`config.mk`:
```
export PLATFORM = sky130hd
export DESIGN_NAME = noc_packetizer
export DESIGN_NICKNAME = d
export VERILOG_FILES = /design/src/rtl/noc_packetizer_pkg.sv /design/src/rtl/noc_packetizer.sv
export SDC_FILE = /design/constraint.sdc
export NUM_CORES = 1
export LEC_CHECK = 0
export ABC_AREA = 1
export CAP_MARGIN = 10
export CORE_UTILIZATION = 48
export DETAILED_ROUTE_END_ITERATION = 12
export GPL_ROUTABILITY_DRIVEN = 0
export HOLD_SLACK_MARGIN = 0.05
export PLACE_DENSITY = 0.84
export SYNTH_ARGS = -nofsm -noshare
export SYNTH_HDL_FRONTEND = slang
export SYNTH_SLANG_ARGS = --single-unit
```
`constraint.sdc`:
```
create_clock -name clock -period 1.3 [get_ports clock]
set_input_delay 0.13 -clock clock [delete_from_list [all_inputs] [get_ports clock]]
set_output_delay 0.13 -clock clock [all_outputs]
set_load 0.03 [all_outputs]
```
`src/rtl/noc_packetizer_pkg.sv`:
```
// noc_packetizer_pkg
//   Shared definitions for the cache-to-NoC packetizer: coherence message
//   encodings, flit type codes, the data-carrying message predicate, the FSM
//   state type and the bit offsets of the fields inside a head flit payload.
package noc_packetizer_pkg;

  // Widths these encodings and offsets are laid out for.
  localparam int MSG_W    = 4;
  localparam int ID_W     = 2;
  localparam int LEN_BITS = 3;

  // Coherence message encodings.
  localparam logic [MSG_W-1:0] NoMsg    = 4'd0;
  localparam logic [MSG_W-1:0] GetS     = 4'd1;
  localparam logic [MSG_W-1:0] GetM     = 4'd2;
  localparam logic [MSG_W-1:0] PutS     = 4'd3;
  localparam logic [MSG_W-1:0] PutE     = 4'd4;
  localparam logic [MSG_W-1:0] PutM     = 4'd5;
  localparam logic [MSG_W-1:0] InvAck   = 4'd6;
  localparam logic [MSG_W-1:0] Inv      = 4'd7;
  localparam logic [MSG_W-1:0] FwdGetS  = 4'd8;
  localparam logic [MSG_W-1:0] FwdGetM  = 4'd9;
  localparam logic [MSG_W-1:0] RespPutM = 4'd10;
  localparam logic [MSG_W-1:0] DataS    = 4'd11;
  localparam logic [MSG_W-1:0] DataE    = 4'd12;
  localparam logic [MSG_W-1:0] DataM    = 4'd13;
  localparam logic [MSG_W-1:0] PutAck   = 4'd14;

  // Flit type codes (top two bits of every flit).
  localparam logic [1:0] HEAD = 2'b01;
  localparam logic [1:0] BODY = 2'b10;
  localparam logic [1:0] TAIL = 2'b11;

  // Head payload layout, LSB first: len, msg, source ID, destination ID.
  localparam int HEAD_LEN_LSB  = 0;
  localparam int HEAD_MSG_LSB  = HEAD_LEN_LSB + LEN_BITS;
  localparam int HEAD_SRC_LSB  = HEAD_MSG_LSB + MSG_W;
  localparam int HEAD_DEST_LSB = HEAD_SRC_LSB + ID_W;

  typedef enum logic [1:0] {
    ST_IDLE = 2'd0,
    ST_HEAD = 2'd1,
    ST_ADDR = 2'd2,
    ST_DATA = 2'd3
  } state_t;

  // Messages that carry a full cache line after the address.
  function automatic logic msg_has_data(input logic [MSG_W-1:0] msg);
    return (msg == PutM) || (msg == RespPutM) || (msg == DataS) ||
           (msg == DataE) || (msg == DataM);
  endfunction

endpackage

```
`src/rtl/noc_packetizer.sv`:
```
// noc_packetizer
//   Captures one coherence message from the cache-NoC interface and sends it
//   to the router as HEAD / ADDR / [DATA x CACHE_WORDS] flits over a
//   valid/ready link. One message in flight; inputs ignored while busy.
//
// Ports
//   clock            system clock
//   reset            synchronous, active-low
//   msg_in           message (NoMsg = no request), captured when idle
//   address_in       message address
//   data_in          cache line, word 0 in the low DATA_WIDTH bits
//   dest_id          destination node ID
//   packetizer_busy  high while a packet is held or being sent
//   flit_out         {type[1:0], payload}
//   flit_valid       flit_out valid (registered state, independent of ready)
//   flit_ready       router accepts the flit this cycle
//
// MSG_BITS and ID_BITS must match the package widths the head offsets use.
module noc_packetizer
  import noc_packetizer_pkg::*;
#(
  parameter int MSG_BITS          = 4,
  parameter int ADDRESS_BITS      = 32,
  parameter int DATA_WIDTH        = 32,
  parameter int CACHE_OFFSET_BITS = 2,
  parameter int ID_BITS           = 2,
  parameter int SRC_ID            = 0,
  parameter int FLIT_WIDTH        = DATA_WIDTH + 2
) (
  input  logic                                         clock,
  input  logic                                         reset,
  input  logic [MSG_BITS-1:0]                          msg_in,
  input  logic [ADDRESS_BITS-1:0]                      address_in,
  input  logic [DATA_WIDTH*(1<<CACHE_OFFSET_BITS)-1:0] data_in,
  input  logic [ID_BITS-1:0]                           dest_id,
  output logic                                         packetizer_busy,
  output logic [FLIT_WIDTH-1:0]                        flit_out,
  output logic                                         flit_valid,
  input  logic                                         flit_ready
);

  localparam int CACHE_WORDS = 1 << CACHE_OFFSET_BITS;
  localparam logic [CACHE_OFFSET_BITS-1:0] LAST_WORD = CACHE_OFFSET_BITS'(CACHE_WORDS - 1);
  localparam logic [LEN_BITS-1:0] LEN_DATA   = LEN_BITS'(CACHE_WORDS + 1);
  localparam logic [LEN_BITS-1:0] LEN_NODATA = LEN_BITS'(1);

  state_t                                 state_reg, state_next;
  logic [CACHE_OFFSET_BITS-1:0]           word_cnt_reg, word_cnt_next;
  logic [MSG_BITS-1:0]                    msg_reg;
  logic [ADDRESS_BITS-1:0]                addr_reg;
  logic [DATA_WIDTH*CACHE_WORDS-1:0]      line_reg;
  logic [ID_BITS-1:0]                     dest_reg;

  logic                                   accept;
  logic                                   fire;
  logic                                   has_data;
  logic [DATA_WIDTH-1:0]                  line_words [CACHE_WORDS];
  logic [DATA_WIDTH-1:0]                  head_word;

  // Split the captured line into words for the data-phase mux.
  generate
    for (genvar gi = 0; gi < CACHE_WORDS; gi++) begin : g_words
      assign line_words[gi] = line_reg[gi*DATA_WIDTH +: DATA_WIDTH];
    end
  endgenerate

  assign accept          = (state_reg == ST_IDLE) && (msg_in != NoMsg);
  assign flit_valid      = (state_reg != ST_IDLE);
  assign packetizer_busy = (state_reg != ST_IDLE);
  assign fire            = flit_valid && flit_ready;
  assign has_data        = msg_has_data(msg_reg);

  always_comb begin
    state_next    = state_reg;
    word_cnt_next = word_cnt_reg;
    case (state_reg)
      ST_IDLE: if (accept) state_next = ST_HEAD;
      ST_HEAD: if (fire)   state_next = ST_ADDR;
      ST_ADDR: begin
        if (fire) begin
          word_cnt_next = '0;
          state_next    = has_data ? ST_DATA : ST_IDLE;
        end
      end
      ST_DATA: begin
        if (fire) begin
          word_cnt_next = word_cnt_reg + 1'b1;
          if (word_cnt_reg == LAST_WORD) state_next = ST_IDLE;
        end
      end
      default: state_next = ST_IDLE;
    endcase
  end

  always_ff @(posedge clock) begin
    if (!reset) begin
      state_reg    <= ST_IDLE;
      word_cnt_reg <= '0;
      msg_reg      <= '0;
      addr_reg     <= '0;
      line_reg     <= '0;
      dest_reg     <= '0;
    end else begin
      state_reg    <= state_next;
      word_cnt_reg <= word_cnt_next;
      if (accept) begin
        msg_reg  <= msg_in;
        addr_reg <= address_in;
        line_reg <= data_in;
        dest_reg <= dest_id;
      end
    end
  end

  always_comb begin
    head_word = '0;
    head_word[HEAD_LEN_LSB  +: LEN_BITS] = has_data ? LEN_DATA : LEN_NODATA;
    head_word[HEAD_MSG_LSB  +: MSG_BITS] = msg_reg;
    head_word[HEAD_SRC_LSB  +: ID_BITS]  = ID_BITS'(SRC_ID);
    head_word[HEAD_DEST_LSB +: ID_BITS]  = dest_reg;
  end

  // Output is a pure mux of registered state, so it is stable under backpressure.
  always_comb begin
    flit_out = '0;
    case (state_reg)
      ST_HEAD: flit_out = {HEAD, head_word};
      ST_ADDR: flit_out = {(has_data ? BODY : TAIL), addr_reg};
      ST_DATA: flit_out = {((word_cnt_reg == LAST_WORD) ? TAIL : BODY),
                           line_words[word_cnt_reg]};
      default: flit_out = '0;
    endcase
  end

endmodule

```
==> run summary, run 1 <==
Clock sinks -> 170
Chip Height -> 126.6 um
Yosys warning count -> 0
Outcome -> did not finish
Err -> [ERROR DPL-0038] Utilization greater than 100%, impossible to legalize
Avg Inst Size Synth -> 7.308 sq um
Synth Instances -> 1019
Port Buffers -> 204
Mapped Nets -> 1189
Post-Place Cells -> 1380
Hpwl dp -> 16340 um
Register bit total from synthesis -> 170
Clock buffer depth -> 2
Initial Util -> 49.17%
Placed Instance Area -> 9937 sq um
Largest cells by area after synthesis -> dfxtp_1 (46%), a21oi_1 (16%), o21ai_0 (11%)
Area share of the largest cell type after synthesis -> 45.70%
Io pins -> 205
Synth area leader -> dfxtp_1
Num CTS Buffers -> 17
Worst endpoint after global-route timing repair -> flit_out[24]
Netlist cell types -> 21
H-Tree Depth -> 4
Die X -> 126.6 um
Root buf cell -> clkbuf_16
Pin count of the biggest net entering global routing -> 60
Post-Syn Area -> 7447 sq um
Exit stage -> 5_1_grt
# rows -> 45
Register area share after synthesis -> 45.70%
Worst EP kind -> primary output
## cells by family after synthesis
group	share of synthesized area, %
adders and majority gates	0.1680
buffers and inverters	11.93
AOI/OAI and AO/OA	27.81
DFF	45.70
and+or+nand+nor	14.40
## stage by stage
stage	worst slack (ns)	hold slack, ns
detailed placement	-0.2984	0.4361
floorplan	-0.2220	0.2697
CTS	-0.6320	0.2667
global placement	-0.2644	0.4312
## cells in the mapped netlist
cell type and count:
nand3_1 108, nand2_4 1, clkinv_1 1, buf_2 35, o211ai_1 1, buf_6 10
ha_1 1, o21ai_0 163, dfxtp_1 170, nor2_4 2, a31oi_1 1, buf_4 13
clkbuf_1 31, inv_2 3, or2_2 1, nand2_1 123, o21ai_1 17, buf_1 1
inv_1 98, a21oi_1 231, nor2_1 8
## timing repair
item                                   4_1_cts
setup endpoints to repair                   55
endpoints found under the hold margin        2
pin swaps                                   35
buffers inserted                            26
hold buffers                                 1
resized for setup                          271
gates cloned                                35
==> inputs of run 2 (changes only) <==
--- a/config.mk
+++ b/config.mk
@@ -7,11 +7,10 @@
 export LEC_CHECK = 0
 export ABC_AREA = 1
 export CAP_MARGIN = 10
-export CORE_UTILIZATION = 48
+export CORE_UTILIZATION = 40
 export DETAILED_ROUTE_END_ITERATION = 12
 export GPL_ROUTABILITY_DRIVEN = 0
-export HOLD_SLACK_MARGIN = 0.05
-export PLACE_DENSITY = 0.84
+export PLACE_DENSITY_LB_ADDON = 0.15
 export SYNTH_ARGS = -nofsm -noshare
 export SYNTH_HDL_FRONTEND = slang
 export SYNTH_SLANG_ARGS = --single-unit
==> run 2 against run 1 <==
Compared with the run above:
- the flow now finishes, with violations (DRC, setup timing)
- synthesized cell count stayed put
- area after synthesis stayed put
==> run summary, run 2 <==
Num CTS Buffers -> 17 (unchanged)
Clock buffer depth -> 2 (unchanged)
Clock sinks -> 170 (unchanged)
CTS tree -> built
Largest family of logic cells by synthesized area -> compound AO/OA/AOI/OAI gates
Worst slack at placement -> -0.3757 ns (-0.07732 ns)
Initial Util -> 41.18% (-8.0 points)
Mapped Nets -> 1189 (unchanged)
Largest register FFs -> 128
FFs w/ async S/R, synth -> 0% (unchanged)
Hpwl dp -> 17020 um (+4.2%)
PD cells -> 2459 nW/um^2
Final net count -> 1494
Avg WL per Cell -> 28.32 um
Placed Instance Area -> 10030 sq um (+0.92%)
Chip Height -> 138.4 um (+9.4%)
Multiplexer area fraction after synthesis -> 0% (unchanged)
Hold path start -> reset
Via density -> 6.432
Post-synth top cells -> a21oi_1 (231), dfxtp_1 (170), o21ai_0 (163), nand2_1 (123), nand3_1 (108)
Switching Fraction -> 43.41%
Area share of the largest cell type after synthesis -> 45.70% (unchanged)
Layout cells sized above 1 -> 52.28%
Post-synthesis compound-gate area fraction -> 27.81% (unchanged)
Final worst path period share -> 162.9%
Worst hold path type -> in -> reg
Avg Inst Size Synth -> 7.308 sq um (unchanged)
R2R Setup Slk -> -0.75 ns
Fin crit period -> 2.118 ns
Synth-to-layout area growth -> 108.7%
Final WS setup -> -0.8183 ns
Worst-Margin Slew -> 0.4935 ns
Post-synth EDFFs -> 0 (unchanged)
Final setup violation count -> 203
Crit. End Element -> primary output
Pin count of the biggest net entering global routing -> 49
Critical path data required time -> 1.17 ns
Fin. Hold Viols -> 0
Post-synthesis adder-cell area fraction -> 0.1680% (unchanged)
Yosys warning count -> 0 (unchanged)
Post-route cell area -> 15540 sq um
# diodes -> 0
# rows -> 49 (+8.9%)
Post-Syn Area -> 7447 sq um (unchanged)
Vias in the first global route -> 8688
Worst setup endpoint -> flit_out[10]
MaxCap Viol Count -> 0
Commonest non-fill, non-tap cell in the layout -> clkdlybuf4s50_1
Critical path fanouts, max -> 15
DR DRC count -> 20
Post-Synth Simple-Gate Area -> 14.40% (unchanged)
Post-Route WL -> 44350 um
Die X -> 138.4 um (+9.4%)
Io pins -> 205 (unchanged)
Maximum vdd drop -> 1420 uV
Failing checks -> DRC, setup timing
Slew margin rel. -> 67.10%
Antenna violations before repair -> 1
Top FF cell, synth -> dfxtp_1
Core area -> 18090 sq um
Internal -> 21.62 mW
GRT Util Overall -> 34.79%
Critical path arrival -> 1.99 ns
Register bit total from synthesis -> 170 (unchanged)
Worst setup path category -> reg -> out
FILL cells -> 742
Combinational share of power -> 63.8%
Reg2reg start -> state_reg[1]
Worst R2R End -> addr_reg[24]
Xor/xnor share of the synthesized area -> 0% (unchanged)
Root buf cell -> clkbuf_16
Clock network power share -> 15.2%
R2R depth -> 9
Netlist cell types -> 21 (unchanged)
Synth Instances -> 1019 (unchanged)
Max-slew violations -> 0
RSZ-0062 raised after global routing -> true
Switching power total -> 16.59 mW
Setup_tns -> -83.50 ns
Hold_buf cts -> 0 (-1)
Die ar. -> 19170 sq um
H-Tree Depth -> 4 (unchanged)
Congestion Overflow GR -> 0
First-pass GRT wire length -> 50740 um
Leakage power -> 6.188 nW
Outcome -> finished with violations
Crit path launch type -> flip-flop
Worst setup path startpoint -> word_cnt_reg[0]
Port Buffers -> 204 (unchanged)
Synth area leader -> dfxtp_1
Most frequent cell after synthesis -> a21oi_1
Pre-antenna DRT Iters -> 11
Clock Latency Late Sink -> 0.46 ns
Largest cells by area after synthesis -> dfxtp_1 (46%), a21oi_1 (16%), o21ai_0 (11%)
Routed vias -> 10073
Antenna viol nets, final -> 0
Share of power burned in registers -> 21.1%
Clk_skew -> 0.007082 ns
Initial DRC Count -> 1060
Clock slew at reported path FFs -> 0.08 ns
Register area share after synthesis -> 45.70% (unchanged)
Most frequent cells in the layout -> clkdlybuf4s50_1 (167), dfxtp_1 (166), a21oi_2 (155)
F_max -> 0.4721 GHz
run 2: worst max-delay path, cell delays in order, from the launching register on:
cell     delay, ns
dfxtp_4       0.39
buf_8         0.16
buf_6         0.18
a21oi_1       0.09
o21ai_1       0.19
nand2_1       0.15
nand2_1       0.11
nand3_1       0.11
buf_6         0.16
run 2: cell type report:
class                   count  area (sq um)  area share, %
flip-flops and latches    170          3416          21.98
well taps                 229         286.5          1.844
clock buffers              17         425.4          2.738
multi-input cells         662          5842          37.60
repair buffers            371          4947          31.84
inverters                 102         407.9          2.625
clock inverters            15         214.0          1.377
run 2: metrics by stage:
step	hold WS, ns	power [mW]	util [%]	cells
6_report	0.07475	38.21	85.91	1566
3_3_place_gp	0.4309	16.54	55.45	1429
3_5_place_dp	0.4356	16.67	55.45	1429
4_1_cts	0.04740	31.38	74.08	1544
2_1_floorplan	0.2697	13.70	-	1019
5_1_grt	0.07211	38.83	85.91	1566
run 2: worst min-delay path by stage:
stage                            endpoint  slack (ns)  cells after the start
after global placement       line_reg[83]        0.43                      2
after CTS                    line_reg[78]        0.05                      3
after detailed placement     line_reg[90]        0.44                      2
final                        line_reg[81]        0.07                      3
after floorplan           word_cnt_reg[0]        0.27                      2
after global routing         line_reg[81]        0.07                      3
run 2: logic make-up after synthesis:
logic type | count (synthesis)
compound gates | 413
buf+inv | 192
flops | 170
simple gates | 243
fa+ha+maj | 1
run 2: timing repair:
action,CTS,global route
buffers inserted,42,24
setup endpoints to repair,190,203
resized for setup,446,469
gates cloned,44,15
pin swaps,48,89
run 2: power by group through the flow:
stage	Clock, mW	Sequential, mW	Combinational [mW]
floorplan	0	7.35	6.35
global placement	0	7.50	9.04
detailed placement	0	7.52	9.15
CTS	5.56	7.50	18.3
global route	5.95	8.12	24.8
finish	5.79	8.06	24.4
run 2: routing by layer:
layer	part of all wire, %	routed length, um	track usage [%]	up-vias
met4	7.4	3293	14.19	2
li1	-	-	-	4074
met5	0.027	12	0	-
met2	46	20330	55.60	880
met1	35	15490	44.64	4819
met3	12	5221	8.971	298
Note: power is estimated with default switching activity, not from simulation.
==> inputs of run 3 (changes only) <==
--- a/config.mk
+++ b/config.mk
@@ -7,6 +7,7 @@
 export LEC_CHECK = 0
 export ABC_AREA = 1
 export CAP_MARGIN = 10
+export CORE_MARGIN = 3
 export CORE_UTILIZATION = 40
 export DETAILED_ROUTE_END_ITERATION = 12
 export GPL_ROUTABILITY_DRIVEN = 0
==> run 3 against run 2 <==
Compared with the run above:
- the flow finishes with violations (setup timing)
- die area rose by 5.9%
- critical endpoint is now flit_out[11]
- critical path type unchanged
- first-iteration DRC count shrank 25%
- highest routed layer is now met4
- sequential power is 0.9% lower
- flip-flop and latch count unchanged
==> run summary, run 3 (synthesis results as in run 2) <==
Combinational share of power -> 61.1% (-2.7 points)
Num CTS Buffers -> 17 (unchanged)
Hold_buf cts -> 0 (unchanged)
Slew margin rel. -> 67.19% (+0.085 points)
Critical path arrival -> 1.85 ns (-0.14 ns)
Root buf cell -> clkbuf_16
Worst hold path type -> in -> reg
Post-Route WL -> 35730 um (-19%)
Critical path fanouts, max -> 8 (-7)
Initial Util -> 41.04% (-0.14 points)
Outcome -> finished with violations
Die X -> 142.4 um (+2.9%)
Fin crit period -> 1.980 ns (-0.1384 ns)
Hold WS -> 0.1303 ns (+0.05556 ns)
CTS tree -> built
Clk_skew -> 0.006958 ns (-0.0001235 ns)
Fin. Hold Viols -> 0 (unchanged)
Die ar. -> 20290 sq um (+5.9%)
Pin count of the biggest net entering global routing -> 53 (+8.2%)
FILL cells -> 975 (+31%)
MaxCap Viol Count -> 0 (unchanged)
Synth-to-layout area growth -> 97.93%
DR DRC count -> 0 (-100%)
Hpwl dp -> 17710 um (+4.0%)
Placed Instance Area -> 10170 sq um (+1.4%)
Core area -> 18150 sq um (+0.34%)
Initial DRC Count -> 799 (-25%)
Final setup violation count -> 203 (unchanged)
Avg WL per Cell -> 23.28 um (-18%)
Layout cells sized above 1 -> 49.43% (-2.9 points)
Max-slew violations -> 0 (unchanged)
RSZ-0062 raised after global routing -> true
Commonest non-fill, non-tap cell in the layout -> clkdlybuf4s50_1
Clock slew at reported path FFs -> 0.07 ns (about the same)
Final net count -> 1462 (-2.1%)
Post-route cell area -> 14740 sq um (-5.1%)
Largest register FFs -> 128 (unchanged)
Clock sinks -> 170 (unchanged)
# rows -> 49 (unchanged)
Antenna viol nets, final -> 0 (unchanged)
Chip Height -> 142.4 um (+2.9%)
Crit. End Element -> primary output
Pre-antenna DRT Iters -> 5 (-6)
Switching power total -> 14.54 mW (-12%)
Final worst path period share -> 152.3% (-11 points)
Worst slack at placement -> -0.3359 ns (+0.03979 ns)
Crit path launch type -> flip-flop
Leakage power -> 5.875 nW (-5.1%)
Internal -> 20.65 mW (-4.5%)
Io pins -> 205 (unchanged)
Worst setup path category -> reg -> out
Congestion Overflow GR -> 0 (unchanged)
Failing checks -> setup timing
Worst-Margin Slew -> 0.4922 ns (-0.001275 ns)
GRT Util Overall -> 29.01% (-5.8 points)
Clock network power share -> 16.2% (+1.0 points)
Vias in the first global route -> 8386 (-3.5%)
Via density -> 5.853 (-9.0%)
Clock Latency Late Sink -> 0.44 ns (-0.02 ns)
Port Buffers -> 204 (unchanged)
First-pass GRT wire length -> 45930 um (-9.5%)
Clock buffer depth -> 2 (unchanged)
H-Tree Depth -> 4 (unchanged)
PD cells -> 2387 nW/um^2 (-2.9%)
Maximum vdd drop -> 1342 uV (-5.5%)
Switching Fraction -> 41.31% (-2.1 points)
Most frequent cells in the layout -> clkdlybuf4s50_1 (167), dfxtp_1 (166), a21oi_2 (150)
Share of power burned in registers -> 22.7% (+1.6 points)
Final WS setup -> -0.6800 ns (+0.1384 ns)
Routed vias -> 8984 (-11%)
Antenna violations before repair -> 1 (unchanged)
Critical path data required time -> 1.17 ns (about the same)
F_max -> 0.5051 GHz (+7.0%)
[run 3: cell types whose count changed in the layout (fill, tap and decap cells not counted), sizes merged, moves of 2 or more]
cell    before  now
buf        188  165
clkbuf      30   27
inv        105  107
clkinv       7    4
nand2      129  125
[run 3: cell type report]
class,instances,area [sq um],area share [%]
Antenna cell,1,2.502,0.01698
Clock buffer,18,439.2,2.979
Clock inverter,14,207.7,1.409
Inverter,102,395.4,2.682
Multi-Input combinational cell,658,5553,37.67
Sequential cell,170,3418,23.19
Tap cell,229,286.5,1.944
Timing Repair Buffer,343,4438,30.11
[run 3: power groups by stage]
stage	registers, mW	clock network [mW]	logic [mW]
final	7.99	5.71	21.5
after global routing	8.10	5.93	22.3
after CTS	7.60	5.64	18.1
after detailed placement	7.55	0	9.94
after global placement	7.53	0	9.83
after floorplan	7.35	0	6.35
[run 3: critical path: stages, from the launching register on]
cell and delay, ns:
dfxtp_4 0.41, buf_12 0.16, clkbuf_16 0.19, a21oi_2 0.24, o21ai_4 0.12, nand3_2 0.09, o21ai_2 0.06, buf_6 0.13
[run 3: metal layers]
metal  vias up  GRT usage (%)  wire (um)
li1       4012              -          -
met1      4333          38.78      13740
met2       518          45.52      17350
met5         -              0          0
met3       121          7.728       3119
met4         0          9.955       1526
[run 3: worst paths after layout]
kind                        start      endpoint  slack (ns)  cells after the start
hold / removal              reset    msg_reg[2]        0.13                      3
setup / recovery  word_cnt_reg[0]  flit_out[11]       -0.68                      7
hold reg to reg      addr_reg[20]  addr_reg[20]        0.45                      2
setup reg to reg     state_reg[0]  line_reg[85]       -0.38                     10
[run 3: repair_timing]
action                                  CTS  global route
endpoints found under the setup margin  192           203
gates resized for setup                 521           316
buffers inserted                         22             8
gates cloned                             30            10
pin swaps                                59            73
[run 3: per-stage QoR]
stage / setup TNS [ns] / instances / total power, mW / util [%]
global route: -77.49 / 1535 / 36.34 / 81.23
floorplan: -3.827 / 1019 / 13.70 / -
finish: -66.23 / 1535 / 35.19 / 81.23
CTS: -60.11 / 1526 / 31.37 / 73.06
detailed placement: -44.97 / 1443 / 17.50 / 56.05
global placement: -42.93 / 1443 / 17.36 / 56.05
